--- src/rtl/dmem_arbiter.sv ---
// Two-requester arbiter for the single-port data memory: core MA stage vs. aux port.
// Define DMEM_ARB_RR_EN for round-robin arbitration instead of core priority with starvation limit.
module dmem_arbiter #(
    parameter int DEPTH        = 1000,
    parameter int AW           = 10,
    parameter int STARVE_LIMIT = 4
) (
    input  logic          clk,
    input  logic          reset,
    input  logic          c_req,
    input  logic          c_we,
    input  logic [2:0]    c_funct3,
    input  logic [AW-1:0] c_addr,
    input  logic [31:0]   c_wdata,
    output logic          c_gnt,
    output logic          c_rvalid,
    output logic [31:0]   c_rdata,
    output logic          c_err,
    output logic          core_stall,
    input  logic          a_req,
    input  logic          a_we,
    input  logic [2:0]    a_funct3,
    input  logic [AW-1:0] a_addr,
    input  logic [31:0]   a_wdata,
    output logic          a_gnt,
    output logic          a_rvalid,
    output logic [31:0]   a_rdata,
    output logic          a_err,
    output logic          m_en,
    output logic          m_we,
    output logic [2:0]    m_funct3,
    output logic [AW-1:0] m_addr,
    output logic [31:0]   m_wdata,
    input  logic [31:0]   m_rdata
);
    // state | meaning
    // IDLE  | no response outstanding
    // RESP  | load data or fault response presented this cycle to owner_q
    typedef enum logic {IDLE = 1'b0, RESP = 1'b1} state_t;

    localparam logic          OWN_CORE = 1'b0;
    localparam logic          OWN_AUX  = 1'b1;
    localparam logic [AW:0]   DEPTH_W  = (AW+1)'(DEPTH);

    state_t        state_q, state_d;
    logic          owner_q, owner_d;
    logic          err_q, err_d;
    logic          gnt, sel_aux, legal, aligned, sel_we, resp;
    logic [2:0]    sel_f3, size;
    logic [AW-1:0] sel_addr;
    logic [31:0]   sel_wdata;
    logic [AW:0]   end_addr;

`ifdef DMEM_ARB_RR_EN
    logic last_q;

    always_ff @(posedge clk) begin
        if (reset)
            last_q <= OWN_CORE;
        else if (gnt)
            last_q <= sel_aux;
    end

    // On conflict the port that did not win last time gets the memory.
    assign sel_aux = a_req & (~c_req | (last_q == OWN_CORE));
`else
    localparam logic [3:0] STARVE_LIM = 4'(STARVE_LIMIT);
    logic [3:0] starve_q;

    always_ff @(posedge clk) begin
        if (reset)
            starve_q <= '0;
        else if (a_req & ~a_gnt)
            starve_q <= (starve_q == STARVE_LIM) ? starve_q : starve_q + 4'd1;
        else
            starve_q <= '0;
    end

    assign sel_aux = a_req & (~c_req | (starve_q == STARVE_LIM));
`endif

    assign gnt        = ~reset & (c_req | a_req);
    assign c_gnt      = gnt & ~sel_aux;
    assign a_gnt      = gnt & sel_aux;
    assign core_stall = ~reset & c_req & ~c_gnt;

    assign sel_we    = sel_aux ? a_we     : c_we;
    assign sel_f3    = sel_aux ? a_funct3 : c_funct3;
    assign sel_addr  = sel_aux ? a_addr   : c_addr;
    assign sel_wdata = sel_aux ? a_wdata  : c_wdata;

    always_comb begin
        size = 3'd0;
        case (sel_f3)
            3'b000, 3'b100: size = 3'd1;
            3'b001, 3'b101: size = 3'd2;
            3'b010:         size = 3'd4;
            default:        size = 3'd0;
        endcase
        aligned  = ~((size == 3'd2) & sel_addr[0]) & ~((size == 3'd4) & (sel_addr[1:0] != 2'b00));
        // One extra bit so an access running past the top cannot wrap back into range.
        end_addr = {1'b0, sel_addr} + (AW+1)'(size);
        legal    = (size != 3'd0) & aligned & (end_addr <= DEPTH_W);
    end

    assign m_en     = gnt & legal;
    assign m_we     = gnt & legal & sel_we;
    assign m_funct3 = gnt ? sel_f3    : 3'b000;
    assign m_addr   = gnt ? sel_addr  : '0;
    assign m_wdata  = gnt ? sel_wdata : 32'h0;

    always_comb begin
        state_d = IDLE;
        owner_d = owner_q;
        err_d   = 1'b0;
        if (gnt & (~legal | ~sel_we)) begin
            state_d = RESP;
            owner_d = sel_aux;
            err_d   = ~legal;
        end
    end

    always_ff @(posedge clk) begin
        if (reset) begin
            state_q <= IDLE;
            owner_q <= OWN_CORE;
            err_q   <= 1'b0;
        end else begin
            state_q <= state_d;
            owner_q <= owner_d;
            err_q   <= err_d;
        end
    end

    assign resp     = (state_q == RESP) & ~reset;
    assign c_rvalid = resp & (owner_q == OWN_CORE);
    assign a_rvalid = resp & (owner_q == OWN_AUX);
    assign c_err    = c_rvalid & err_q;
    assign a_err    = a_rvalid & err_q;
    assign c_rdata  = (c_rvalid & ~err_q) ? m_rdata : 32'h0;
    assign a_rdata  = (a_rvalid & ~err_q) ? m_rdata : 32'h0;

endmodule

--- config.mk ---
export PLATFORM = sky130hd
export DESIGN_NAME = dmem_arbiter
export DESIGN_NICKNAME = d
export VERILOG_FILES = /design/src/rtl/dmem_arbiter.sv
export SDC_FILE = /design/constraint.sdc
export NUM_CORES = 1
export LEC_CHECK = 0
export BUFFER_PORTS_ARGS = -buffer_cell sky130_fd_sc_hd__buf_2
export CAP_MARGIN = 20
export CORE_AREA = 2 2 95 97
export CTS_CLUSTER_SIZE = 12
export DETAILED_ROUTE_END_ITERATION = 6
export DIE_AREA = 0 0 97 99
export HOLD_SLACK_MARGIN = 0.08
export MAX_ROUTING_LAYER = met4
export PLACE_DENSITY = 0.58
export REMOVE_ABC_BUFFERS = 1
export SYNTH_ARGS = -nofsm -noshare
export SYNTH_HDL_FRONTEND = slang
export SYNTH_SLANG_ARGS = --single-unit
--- constraint.sdc ---
create_clock -name clk -period 13.1 [get_ports clk]
set_clock_uncertainty 0.15 [all_clocks]
set_input_delay 3.93 -clock clk [delete_from_list [all_inputs] [get_ports clk]]
set_output_delay 3.93 -clock clk [all_outputs]
set_load 0.005 [all_outputs]
==> metrics.txt <==
# clock sinks 7; via count roughly 2.8k; ys flop type dfxtp_1; Seq/Total Area, Yosys just under 8%; antenna violations before repair 1; YS warnings 0; DRT met1 WL 3210 µm; Post-synth EDFFs 0; Synth cell types just under 50; layout cell share with drive strength beyond 1 a little over half; core area ~8600 µm²; Fmax roughly 0.086 GHz; Crit path top cell by count buf_2; die width 97 µm; DRT Pass-1 Iters 4; unrepaired setup endpoints after global routing false; WL met3 760 µm; Die Y between 90 and 100 µm; sw power between 0.04 and 0.05 mW; Synth area leader and2_1; Post-CTS Hold Buffers 0; Net count, final 630; largest net degree at the start of global routing 34; Gate power share about three fifths; Final setup viols 0; max_slew headroom 51.6%; cts bufs inserted 3; Die Area slightly below 10000 µm²; hpwl dp ~7400 µm; met2 wire length between 4000 and 5000 µm; Post-Route WL between 8000 and 9000 µm; CP Capture Type output port; CP Depth 15; fin crit share around nine tenths; Int Power 0.0841 mW; CP top delay family simple AND/OR/NAND/NOR gates; Post-Syn Instances 258; CP Class in2out; crit path time final between 10 and 15 ns; finished layout cell area 3160 µm²; Mean Syn Cell Area 6.85 µm²; commonest non-fill, non-tap cell in the layout buf_2; Synth-to-Final Area Change 79.0%; Final Power about 0.13 mW; dpl cell area 3100 µm²; startpoint types primary input; Reg2Reg Depth 15; Core Rows 34; worst setup margin between 1 and 1.5 ns; worst-margin pin slew around 0.73 ns; max layer used met4; Post-synth ARST share 0%; HP Class reg2reg; Max-Cap Viols 0; max-slew violation count 0; TNS Setup 0 ns; Flop pwr share 17.2%; first-pass GRT wire length ~13000 µm; Skew-Pair Late Insertion Delay roughly 0.23 ns; Final ANT Viol Nets 0; slowest CP cell nor2_2; CTS tree built; worst-path cell chain buf_2, and4b_1, nor2_2, mux2_2, ha_1, inv_1, fa_1, maj3_2, o31ai_2, nand4_1, a221oi_2, a41oi_2, nor2b_1, and2_1, buf_2; Sw Ratio 36.5%; Post-CTS Setup Bufs 0; Detailed Route Iter0 Violations 73; most frequent cells in the layout buf_2 (245), and2_1 (68), a22o_1 (32); Pleak around 1.9 nW; vias in the first global route ~2.6k; Worst VDD drop between 0.02 and 0.025 mV; Fin. Hold Viols 0; routed vias/inst around 4.6; Power Dens Cells ~42 nW/µm²; clock-pin slew on the worst setup and hold paths approximately 0.04 ns; area of the mapped netlist about 1800 µm²; Place WS 1.45 ns; detailed-route wire length per cell between 10 and 15 µm; Final GP Congestion approximately 0.91; cell count of the worst hold path 1; starting density of the core 20.7%; port buffer count roughly 250; grt total ovfl 0; top post-synthesis cells by area and2_1 (24%), a22o_1 (16%), dfxtp_1 (7.9%), nand2_1 (4.2%), a21oi_1 (3.4%); GRT Resource Usage Total between 10% and 20%; CTS Buffer Depth 2; I/O pin count 246; Remaining DRCs 0; CTS resizes 0; crit path buf inv count 3; htree depth 1; Arr. time, crit path about 7.6 ns; clock share of power between 20% and 30%; Crit path required time around 9 ns; CP max FO 16; status completed; Synth Register Bits 7; Crit path largest cell delay about 0.58 ns; clock root cell clkbuf_8; top cell type's share of synthesized area approximately 24%
-- area by class of cell --
cell class	instances	area, µm²
multi-input cells	225	1530
fillers	942	5390
diodes	1	2.50
repair buffers	250	1270
clock buffers	4	45.0
flip-flops and latches	7	140
well taps	108	135
inverters	10	37.5
-- final timing paths --
| check | start | end | slack, ns |
|---|---|---|---|
| max | a_req | m_we | 1.43 |
| min | starve_q[0]$_SDFFE_PP0N_ | starve_q[0]$_SDFFE_PP0N_ | 0.32 |
| max reg2reg | starve_q[0]$_SDFFE_PP0N_ | owner_q$_SDFFE_PP0P_ | 8.55 |
| min reg2reg | starve_q[0]$_SDFFE_PP0N_ | starve_q[0]$_SDFFE_PP0N_ | 0.32 |
-- per-stage QoR --
stage | hold WS (ns) | std cells | util (%)
2_1_floorplan | 0.280 | 242 | -
3_3_place_gp | 0.297 | 599 | 36.3
3_5_place_dp | 0.326 | 599 | 36.3
4_1_cts | 0.331 | 603 | 36.8
5_1_grt | 0.375 | 605 | 37.0
6_report | 0.324 | 605 | 37.0
-- kinds of logic after synthesis --
| kind of cell | share of synthesized area, % |
|---|---|
| AND/OR/NAND/NOR | 44.7 |
| AO/OA/AOI/OAI | 30.1 |
| buffers and inverters | 5.52 |
| multiplexers | 4.11 |
| adder cells (fa/ha/maj) | 5.17 |
| flip-flops | 7.93 |
| XOR/XNOR | 2.48 |
-- registers in the layout, summed over array words and instances (netlist names) --
name and flops:
err_q 1, state_q 1, starve_q 4, owner_q 1
-- power groups by stage --
stage | sequential [mW] | clock [mW] | combinational (mW)
6_report | 0.0228 | 0.0303 | 0.0793
5_1_grt | 0.0229 | 0.0324 | 0.0880
4_1_cts | 0.0228 | 0.0314 | 0.0798
3_5_place_dp | 0.0231 | 0 | 0.0795
3_3_place_gp | 0.0231 | 0 | 0.0790
2_1_floorplan | 0.0230 | 0 | 0.0351
-- routing by layer --
metal,vias to the layer above,GRT usage (%)
met2,163,30.5
met3,11,3.90
li1,1394,-
met4,0,4.55
met1,1230,18.3
met5,-,-
-- Yosys cell counts, drive strengths merged (3+ instances only) --
cell type / number
and2: 68
a22o: 32
nand2: 20
clkbuf: 16
nor2: 15
a21oi: 13
inv: 10
dfxtp: 7
o21ai: 7
nor2b: 6
mux2i: 5
nand3: 5
nor3: 5
ha: 4
nor3b: 4
xnor2: 4
and3: 3
-- worst reg2reg max path, cell delays in order, from the launching register on --
cell      delay [ns]
dfxtp_1         0.36
inv_1           0.06
ha_1            0.25
and4b_1         0.30
nor2_2          0.58
mux2_2          0.32
ha_1            0.18
inv_1           0.06
fa_1            0.45
maj3_2          0.37
o31ai_2         0.22
nand4_1         0.15
a221oi_2        0.28
a41oi_2         0.19
a21oi_2         0.20
mux2_1          0.33
No activity file was read; power rests on OpenSTA's default activity.
